--- config.mk ---
export PLATFORM = sky130hd
export DESIGN_NAME = control_sequencer
export DESIGN_NICKNAME = d
export VERILOG_FILES = /design/src/rtl/control_sequencer.sv
export SDC_FILE = /design/constraint.sdc
export NUM_CORES = 1
export LEC_CHECK = 0
export CAP_MARGIN = 20
export CORE_MARGIN = 2
export CORE_UTILIZATION = 36
export CTS_CLUSTER_SIZE = 28
export DETAILED_ROUTE_END_ITERATION = 10
export PLACE_DENSITY_LB_ADDON = 0.12
export SYNTH_ARGS = -nofsm -noshare
export SYNTH_HDL_FRONTEND = slang
export SYNTH_SLANG_ARGS = --single-unit
--- constraint.sdc ---
create_clock -name clock -period 6.95 [get_ports clock]
set_input_delay 1.7375 -clock clock [delete_from_list [all_inputs] [get_ports clock]]
set_output_delay 1.7375 -clock clock [all_outputs]
set_load 0.05 [all_outputs]
--- src/rtl/control_sequencer.sv ---
// Hardwired control unit for a multi-cycle CPU: a T0..T7 timing-state machine
// that decodes the instruction opcode into datapath control strobes each cycle.
module control_sequencer #(
    parameter int DATA_W = 32
) (
    input  logic              clock,
    input  logic              reset,
    input  logic              stop,
    input  logic [DATA_W-1:0] IR,
    input  logic              CON_FF,
    output logic              Gra,
    output logic              Grb,
    output logic              Grc,
    output logic              Rin,
    output logic              Rout,
    output logic              BAout,
    output logic              PCout,
    output logic              PCin,
    output logic              IncPC,
    output logic              MARin,
    output logic              MDRin,
    output logic              MDRout,
    output logic              Read,
    output logic              Write,
    output logic              IRin,
    output logic              Yin,
    output logic              Zin,
    output logic              Zlowout,
    output logic              Cout,
    output logic              CONin,
    output logic              run,
    output logic [3:0]        alu_op
);

    typedef enum logic [3:0] {
        T0, T1, T2, T3, T4, T5, T6, T7, HALT
    } state_t;

    typedef enum logic [2:0] {
        C_ALU, C_IMM, C_LDI, C_LD, C_ST, C_BR, C_NOP, C_HALT
    } iclass_t;

    localparam logic [4:0] OP_LD   = 5'b00000;
    localparam logic [4:0] OP_LDI  = 5'b00001;
    localparam logic [4:0] OP_ST   = 5'b00010;
    localparam logic [4:0] OP_ADD  = 5'b00011;
    localparam logic [4:0] OP_SUB  = 5'b00100;
    localparam logic [4:0] OP_AND  = 5'b00101;
    localparam logic [4:0] OP_OR   = 5'b00110;
    localparam logic [4:0] OP_ADDI = 5'b01100;
    localparam logic [4:0] OP_ANDI = 5'b01101;
    localparam logic [4:0] OP_ORI  = 5'b01110;
    localparam logic [4:0] OP_BR   = 5'b10010;
    localparam logic [4:0] OP_HALT = 5'b11011;

    localparam logic [3:0] ALU_ADD = 4'b0000;
    localparam logic [3:0] ALU_SUB = 4'b0001;
    localparam logic [3:0] ALU_AND = 4'b0010;
    localparam logic [3:0] ALU_OR  = 4'b0011;

    state_t     state;
    state_t     state_nxt;
    iclass_t    iclass;
    logic [3:0] alu_sel;
    logic [4:0] opcode;
    logic       unused_ir;

    assign opcode    = IR[DATA_W-1 -: 5];
    assign unused_ir = ^IR[DATA_W-6:0];

    // Opcode decode: nop and unknown opcodes share the nop path
    always_comb begin
        iclass  = C_NOP;
        alu_sel = ALU_ADD;
        case (opcode)
            OP_LD:   iclass = C_LD;
            OP_LDI:  iclass = C_LDI;
            OP_ST:   iclass = C_ST;
            OP_ADD:  begin iclass = C_ALU; alu_sel = ALU_ADD; end
            OP_SUB:  begin iclass = C_ALU; alu_sel = ALU_SUB; end
            OP_AND:  begin iclass = C_ALU; alu_sel = ALU_AND; end
            OP_OR:   begin iclass = C_ALU; alu_sel = ALU_OR;  end
            OP_ADDI: begin iclass = C_IMM; alu_sel = ALU_ADD; end
            OP_ANDI: begin iclass = C_IMM; alu_sel = ALU_AND; end
            OP_ORI:  begin iclass = C_IMM; alu_sel = ALU_OR;  end
            OP_BR:   iclass = C_BR;
            OP_HALT: iclass = C_HALT;
            default: iclass = C_NOP;
        endcase
    end

    always_ff @(posedge clock) begin
        if (reset) state <= T0;
        else       state <= state_nxt;
    end

    always_comb begin
        state_nxt = T0;
        case (state)
            T0:   state_nxt = stop ? HALT : T1;
            T1:   state_nxt = T2;
            T2:   state_nxt = T3;
            T3: begin
                case (iclass)
                    C_NOP:   state_nxt = T0;
                    C_HALT:  state_nxt = HALT;
                    default: state_nxt = T4;
                endcase
            end
            T4:   state_nxt = T5;
            T5:   state_nxt = (iclass == C_LD || iclass == C_ST || iclass == C_BR) ? T6 : T0;
            T6:   state_nxt = (iclass == C_LD || iclass == C_ST) ? T7 : T0;
            T7:   state_nxt = T0;
            HALT: state_nxt = HALT;
            default: state_nxt = T0;
        endcase
    end

    // Control strobes; reset forces every strobe low while run stays high
    always_comb begin
        Gra = 1'b0; Grb = 1'b0; Grc = 1'b0; Rin = 1'b0; Rout = 1'b0;
        BAout = 1'b0; PCout = 1'b0; PCin = 1'b0; IncPC = 1'b0; MARin = 1'b0;
        MDRin = 1'b0; MDRout = 1'b0; Read = 1'b0; Write = 1'b0; IRin = 1'b0;
        Yin = 1'b0; Zin = 1'b0; Zlowout = 1'b0; Cout = 1'b0; CONin = 1'b0;
        run = 1'b1;
        alu_op = ALU_ADD;
        if (!reset) begin
            case (state)
                T0: begin PCout = 1'b1; MARin = 1'b1; IncPC = 1'b1; Zin = 1'b1; end
                T1: begin Zlowout = 1'b1; PCin = 1'b1; Read = 1'b1; MDRin = 1'b1; end
                T2: begin MDRout = 1'b1; IRin = 1'b1; end
                T3: begin
                    case (iclass)
                        C_ALU, C_IMM:      begin Grb = 1'b1; Rout = 1'b1; Yin = 1'b1; end
                        C_LDI, C_LD, C_ST: begin Grb = 1'b1; BAout = 1'b1; Yin = 1'b1; end
                        C_BR:              begin Gra = 1'b1; Rout = 1'b1; CONin = 1'b1; end
                        default: ;
                    endcase
                end
                T4: begin
                    case (iclass)
                        C_ALU:             begin Grc = 1'b1; Rout = 1'b1; Zin = 1'b1; alu_op = alu_sel; end
                        C_IMM:             begin Cout = 1'b1; Zin = 1'b1; alu_op = alu_sel; end
                        C_LDI, C_LD, C_ST: begin Cout = 1'b1; Zin = 1'b1; alu_op = ALU_ADD; end
                        C_BR:              begin PCout = 1'b1; Yin = 1'b1; end
                        default: ;
                    endcase
                end
                T5: begin
                    case (iclass)
                        C_ALU, C_IMM, C_LDI: begin Zlowout = 1'b1; Gra = 1'b1; Rin = 1'b1; end
                        C_LD, C_ST:          begin Zlowout = 1'b1; MARin = 1'b1; end
                        C_BR:                begin Cout = 1'b1; Zin = 1'b1; alu_op = ALU_ADD; end
                        default: ;
                    endcase
                end
                T6: begin
                    case (iclass)
                        C_LD: begin Read = 1'b1; MDRin = 1'b1; end
                        C_ST: begin Gra = 1'b1; Rout = 1'b1; MDRin = 1'b1; end
                        C_BR: begin Zlowout = 1'b1; PCin = CON_FF; end
                        default: ;
                    endcase
                end
                T7: begin
                    case (iclass)
                        C_LD: begin MDRout = 1'b1; Gra = 1'b1; Rin = 1'b1; end
                        C_ST: Write = 1'b1;
                        default: ;
                    endcase
                end
                HALT: run = 1'b0;
                default: ;
            endcase
        end
    end

endmodule

* Word-level counts from Yosys, hierarchy flattened
Index checks and enable logic that the tools add are counted.
** Storage, ports and cells
- Bits in read-only memories :: 0
- Latch bits :: 0
- Output and inout port bits :: 25
- Input bits :: 36
- Memory bits (writable) :: 0
- Word-level logic and storage cells :: 106
- Register bits after elaboration :: 4
- Memories kept :: 0
** Operators by class
- Reduce and logical (&&, ||, !) cells :: 16
- $add $sub $neg :: 0
- Muxes and demuxes :: 63
- Divide/modulo/power cells :: 0
- Shift-type cells :: 0
- $lt $le $gt $ge :: 0
- Equal/unequal tests :: 26
- Bitwise operators :: 0
- Multipliers :: 0
** Operator list (number)
- $mux 1 :: 40
- $pmux 4 s8 :: 1
- $pmux 3 s7 :: 1
- $pmux 1 s2 :: 9
- $eq 4x3->1 const B :: 4
- $mux 4 :: 4
- $eq 5x3->1 const B :: 3
- $eq 5x4->1 const B :: 3
- $eq 3x3->1 const B :: 4
- $reduce_or 3->1 :: 4
- $eq 5x2->1 const B :: 2
- $eq 5x5->1 const B :: 2
- $pmux 1 s3 :: 3
- $eq 4x2->1 const B :: 2
- $pmux 4 s2 :: 1
- $reduce_or 2->1 :: 4
- $reduce_or 4->1 :: 2
- $eq 3x2->1 const B :: 2
- $mux 3 :: 2
- $pmux 2 s3 :: 1
- $eq 5x1->1 const B :: 1
- $logic_not 5->1 :: 1
- $reduce_or 5->1 :: 1
- $eq 4x1->1 const B :: 1
- other kinds (6) :: 7

* Longest topological paths before layout
Gate-level depths: netlist of run 1.
- Depth in word-level cells :: 8
- Mapped depth :: 6
- Depth with buffers taken out :: 4

* Worst setup path before layout of run 1
OpenSTA, ideal clock, no wires.
- Path type :: input to output
- Start point :: input reset
- End point :: output PCout
- Setup slack :: 0.927 ns
- Path buffers :: 1
- Cell stages on the path :: 4
- Arrival time :: 4.285 ns
- Cells stage by stage :: or2_2 > clkbuf_1 > nor4_1 > o21bai_1
** On the way
- Word-level cells in the longest chain between the ends :: 1
** RTL lines
- from (decl) :: line 7 : input logic reset,
- $mux 1 :: line 127 : if (!reset) begin
- to (decl) :: line 17 : output logic PCout,
Every way passes these cells.

* Worst setup path after layout of run 1
- Start point :: input IR[29]
- End point :: output Cout
** On the way
- Word-level cells in the longest chain between the ends :: 8
- Elaborated cells between the ends (all ways) :: 25
- Classes of those cells :: eq/ne (16); mux (5); reduce/logical (4)
** RTL lines
- from (decl) :: line 9 : input logic [DATA_W-1:0] IR,
- $eq 5x3->1 (tied with other cells) :: line 75 : case (opcode)
- $reduce_or 4->1 (no line) or $reduce_or 3->1 (tied branches)
- $pmux 3 s7 * :: line 75
- $eq 3x3->1 (tied with other cells) :: line 141 : case (iclass)
- $reduce_or 4->1 (no line)
- $mux 1 :: line 141
- $pmux 1 s2 * :: line 128 : case (state)
- $mux 1 * :: line 127
- to (decl) :: line 29 : output logic Cout,
Mark *: on every way between the ends. The rest lies on a longest branch, timed or not.

==> metrics, run 1 <==
Longest Clk Path Bufs=2; setup TNS=0 ns; CTS tree=built; pwr dens=between 100 and 150 nW/µm²; GPL Wtd Cong=about 0.83; synthesis-to-layout area growth=38.47%; Seq cells post-synth=4; Post-synth ARST share=0; GRT Resource Usage Total=0.2127; Lkg Pwr=between 0.3 and 0.4 nW; Post-Syn Instances=between 100 and 150; Die ar.=around 2600 µm²; Die H=51.24 µm; fmax=around 160 MHz; first-pass GRT wire length=around 4.3 mm; ranking of synthesized cells by area=dfxtp_1, nor2_1, a21oi_1; count of pins over their slew limit=0; layout net count=~180; status=completed; Cell Area, Synth=803.3 µm²; Final Core Density=0.5127; die width=slightly above 50 µm; average size of a mapped cell=6.478 µm²; number of synthesized flops with an enable pin=0; IO Pins=61; Worst Path Max Fanout=11; RSZ-0062 raised after global routing=false; Slew HR=0.4845; crit-path most repeated cell=clkdlybuf4s50_1; Ant. Diodes=0; share of cells above drive strength 1=0.1027; Starting DRT DRC Count=16; Setup Skew=0.005142 ns; Yosys cell types=47; buffers added on ports=31; post-synthesis sequential area ratio=0.09969; Reg with most FFs=state; WL met3=around 130 µm; max FFs per register=4; post-DP HPWL=about 1.8 mm; crit path cell chain=clkdlybuf4s50_1 -> nor3_1 -> nand3_1 -> mux2_2 -> nor4b_2 -> clkdlybuf4s50_1; TritonCTS Buffers=3; met2 wire len=1.190 mm; pin count of the biggest net entering global routing=25; routed via count=1003; routed len/inst=approximately 15 µm; Worst setup EP type=output pin; clk slew on worst S/H paths=~0.040 ns; Max IR drop VDD=about 0.000065 V; Worst-Margin Slew=~0.77 ns; Final Hold Viols=0; Worst EP required=roughly 5.2 ns; initial core utilization=0.3702; initial antenna violation count=0; count of yosys warnings during synthesis=0; Core Rows=17; Synth top area share=0.09969; routed vias/inst=just under 6; residual DRC count=0; final setup violation count=0; prevailing post-synth register cell=dfxtp_1; vias in the first global route=~940; fin crit share=0.9134; Max Cap Viol=0; Design Power=roughly 0.13 mW; critical path type=primary input to output pin; hold_buf cts=0; Total Wirelength=2.565 mm; hold slack=about 0.71 ns; core area=2170 µm²; Regs by FF count=state: 4 flops; uppermost layer routed=met3; clock root buffer=clkbuf_4; worst skew pair latency=around 0.24 ns; Detail Route Antenna Nets=0; TritonRoute pass-1 iters=4; post-CTS resize count=0; crit path time final=roughly 6.3 ns; Synth area leader=dfxtp_1; GRT overflow=0; # Post-CTS Setup Buffers=0; worst-path cell with the longest stage delay=clkdlybuf4s50_1; met1 WL=1.246 mm; CP startpoint kind=primary input; CP arrival=between 4 and 5 ns; clock tree sinks=4; Critical Path Max Stage Delay=about 0.84 ns; Min-Delay Path Class=flip-flop to flip-flop; # H-tree levels=1
[cell usage in the layout (no fill, tap or decap), types with 4 or more instances in the layout]
cell / n
a21oi_1: 9
clkdlybuf4s50_1: 31
dfxtp_1: 4
nand2_1: 11
nor2_1: 21
nor2b_1: 7
[cell usage after synthesis (2+ instances only)]
master and instances:
clkbuf_1 8, nand4_1 2, a21oi_1 9, buf_2 2, nor2_1 21, nor3_1 3
o21ai_0 3, a31oi_1 3, o21bai_1 3, nand2b_1 3, nor4b_1 3, a21o_1 2
nand2_1 11, xnor2_1 2, nand3_1 3, buf_4 2, nor2b_1 7, dfxtp_1 4
and3_1 2, or2_2 2, mux2_2 3
[layer usage]
metal | vias up | GRT usage
met5 | - | 0
met4 | 0 | 0.03947
met3 | 0 | 0.03509
met2 | 34 | 0.3485
met1 | 479 | 0.2945
li1 | 490 | -
[final timing paths]
check / from / to / slack, ns / cells after the start
max: IR[29] / Cout / 0.60 / 6
min reg2reg: state[3] / state[1] / 0.71 / 1
min: state[3] / state[1] / 0.71 / 1
max reg2reg: state[1] / state[1] / 5.19 / 3
[layout make-up]
type                    instances  area, µm²
flip-flops and latches          4      80.08
well taps                      28      35.03
repair buffers                 32      317.8
clock buffers                   3      22.52
multi-input cells             107      656.9
fillers                       244       1057
[worst max-delay path: cells and delay by family]
| kind | cells | cell delay (ns) |
|---|---|---|
| buf+inv | 2 | 1.43 |
| simple gates | 3 | 1.08 |
| mux | 1 | 0.36 |
[cells by family (layout without fill, tap and decap cells)]
logic type / Yosys count / after routing / synth area share
other: 1 / 2 / 0.004668
flip-flops: 4 / 4 / 0.09969
AO/OA/AOI/OAI: 32 / 32 / 0.2757
XOR/XNOR: 2 / 2 / 0.02181
buffers and inverters: 14 / 35 / 0.08722
multiplexers: 4 / 4 / 0.05451
AND/OR/NAND/NOR: 67 / 67 / 0.4564
[power by group]
group | internal (mW) | switching, mW | total [mW] | leakage [nW]
registers | 0.0248 | 0.00783 | 0.0326 | 0.0328
logic | 0.0261 | 0.0430 | 0.0691 | 0.301
clock network | 0.0194 | 0.0105 | 0.0299 | 0.0138
total | 0.0703 | 0.0614 | 0.132 | 0.348
[stage by stage]
step           area [µm²]  cells  setup WS (ns)
4_1_cts              1112    174         0.6039
2_1_floorplan       807.0    125         0.9275
6_report             1112    174         0.6017
3_5_place_dp         1090    171         0.6229
5_1_grt              1112    174         0.4900
3_3_place_gp         1090    171         0.6574
(Power assumes the default switching activity.)
==> inputs of run 2 (changes only) <==
--- a/config.mk
+++ b/config.mk
@@ -8,6 +8,7 @@
 export CAP_MARGIN = 20
 export CORE_MARGIN = 2
 export CORE_UTILIZATION = 36
+export CTS_BUF_LIST = sky130_fd_sc_hd__clkbuf_8
 export CTS_CLUSTER_SIZE = 28
 export DETAILED_ROUTE_END_ITERATION = 10
 export PLACE_DENSITY_LB_ADDON = 0.12
==> run 2 against run 1 <==
Net effect: sequential power hardly changed; first-iteration DRC count is 19% higher; clock power is 64% higher; clock-buffer cell count stayed put; sequential cell count stayed put; worst setup slack better by 0.012 ns; largest cell class unchanged; highest routed layer is now met4.
==> metrics, run 2 (synthesis results as in run 1) <==
pin count of the biggest net entering global routing=25; GPL Wtd Cong=about 0.83; IO Pins=between 60 and 70; Final Hold Viols=0; clk slew on worst S/H paths=approximately 0.03 ns; Longest Clk Path Bufs=2; CP arrival=between 4 and 5 ns; die width=approximately 51 µm; GRT overflow=0; Lkg Pwr=approximately 0.36 nW; hold_buf cts=0; Total Wirelength=about 2.5 mm; Worst Path Max Fanout=11; clock root buffer=clkbuf_8; synthesis-to-layout area growth=40.81%; commonest non-fill, non-tap cell in the layout=clkdlybuf4s50_1; GRT Resource Usage Total=0.2133; # Post-CTS Setup Buffers=0; Worst-Margin Slew=~0.77 ns; worst-path cell with the longest stage delay=clkdlybuf4s50_1; worst flop-to-flop path endpoint=state[1]; Max IR drop VDD=just under 0.00008 V; status=completed; hold endpoint=state[1]; Core Rows=17; share of cells above drive strength 1=0.1027; Ant. Diodes=0; Final Worst Setup Slack=0.6142 ns; CP startpoint kind=primary input; TritonCTS Buffers=3; Fill cells=approximately 240; Slew HR=0.4845; fin crit share=0.9116; worst r2r src=state[2]; buffers added on ports=31; crit-path most repeated cell=clkdlybuf4s50_1; critical path type=primary input to output pin; Setup Skew=between 0.003 and 0.004 ns; grt peak-use layer=met2; Critical Path Max Stage Delay=approximately 0.84 ns; post-DP HPWL=between 1.5 and 2 mm; routed via count=989; Die ar.=roughly 2600 µm²; FF+latch area=around 80 µm²; crit path cell chain=clkdlybuf4s50_1 -> nor3_1 -> nand3_1 -> mux2_2 -> nor4b_2 -> clkdlybuf4s50_1; first-pass GRT wire length=approximately 4.4 mm; Regs by FF count=state: 4 flops; clock tree sinks=4; residual DRC count=0; layout net count=184; setup TNS=0 ns; initial antenna violation count=0; Detail Route Antenna Nets=0; Worst EP required=approximately 5.2 ns; count of pins over their slew limit=0; Min-Delay Path Class=flip-flop to flip-flop; GR Layer Usage met2=0.3506; Die H=51.24 µm; Worst R2R Path Depth=4; Reg with most FFs=state; cell family with most CP delay=buffers and inverters; pwr dens=133.2 nW/µm²; dpl ws=~0.62 ns; max FFs per register=4; vias in the first global route=between 900 and 1k; worst path bufs/invs=2; worst skew pair latency=0.22 ns; Starting DRT DRC Count=19; # H-tree levels=1; met1 Use GR=0.2945; core area=about 2200 µm²; Worst setup EP type=output pin; TritonRoute pass-1 iters=4; fmax=roughly 160 MHz; routed len/inst=between 10 and 15 µm; multi-input logic area=roughly 660 µm²; routed vias/inst=approximately 5.7; crit path time final=approximately 6.3 ns; RSZ-0062 raised after global routing=false; CTS tree=built; commonest non-fill, non-tap cells in the layout=clkdlybuf4s50_1, nor2_1, nand2_1; Max Cap Viol=0; post-CTS resize count=0; final setup violation count=0; initial core utilization=0.3702; hold_sp=state[3]; Worst R2R Setup Slack=approximately 5.2 ns; Worst Hold Path Cells=1; met3 usage=0.03509
==> run 2: changes by cell type in the layout (fill, tap and decap cells not counted) <==
| cell | previous run | this run |
|---|---|---|
| clkbuf_4 | 3 | 0 |
| clkbuf_8 | 0 | 3 |
==> run 2: layout make-up <==
class,count,area share
clock buffers,3,0.03650
multi-input cells,107,0.5808
flip-flops and latches,4,0.07080
well taps,28,0.03097
repair buffers,32,0.2810
==> run 2: worst max-delay path by stage <==
stage / cells after the start / endpoint / slack [ns] / from
2_1_floorplan: 4 / PCout / 0.93 / reset
3_3_place_gp: 6 / Cout / 0.66 / IR[29]
3_5_place_dp: 6 / Cout / 0.62 / IR[29]
4_1_cts: 6 / Cout / 0.60 / IR[29]
5_1_grt: 6 / Cout / 0.49 / IR[29]
6_report: 6 / Cout / 0.61 / IR[29]
==> run 2: layer usage <==
metal,up-vias,wire length (µm)
li1,491,-
met1,459,1221
met2,37,1161
met3,2,137
met4,0,8
met5,-,0
==> run 2: report_power, final <==
group	internal (mW)	switching [mW]
Clock	0.0369	0.0121
Combinational	0.0261	0.0430
Sequential	0.0249	0.00765
Total	0.0879	0.0628
==> run 2: metrics by stage <==
step	area, µm²	hold slack (ns)	power [mW]	cells	utilization
final	1131	0.7188	0.1507	174	0.5213
after global routing	1131	0.7748	0.1605	174	0.5213
after CTS	1131	0.6987	0.1515	174	0.5213
after detailed placement	1090	0.7003	0.1011	171	0.5023
after global placement	1090	0.7029	0.1009	171	0.5023
after floorplan	807.0	0.7168	0.08133	125	-
==> inputs of run 3 (changes only) <==
--- a/config.mk
+++ b/config.mk
@@ -12,6 +12,7 @@
 export CTS_CLUSTER_SIZE = 28
 export DETAILED_ROUTE_END_ITERATION = 10
 export PLACE_DENSITY_LB_ADDON = 0.12
+export SETUP_SLACK_MARGIN = 0.02
 export SYNTH_ARGS = -nofsm -noshare
 export SYNTH_HDL_FRONTEND = slang
 export SYNTH_SLANG_ARGS = --single-unit
==> results of run 3 <==
Final layout, timing and power as in run 2 (identical DEF).
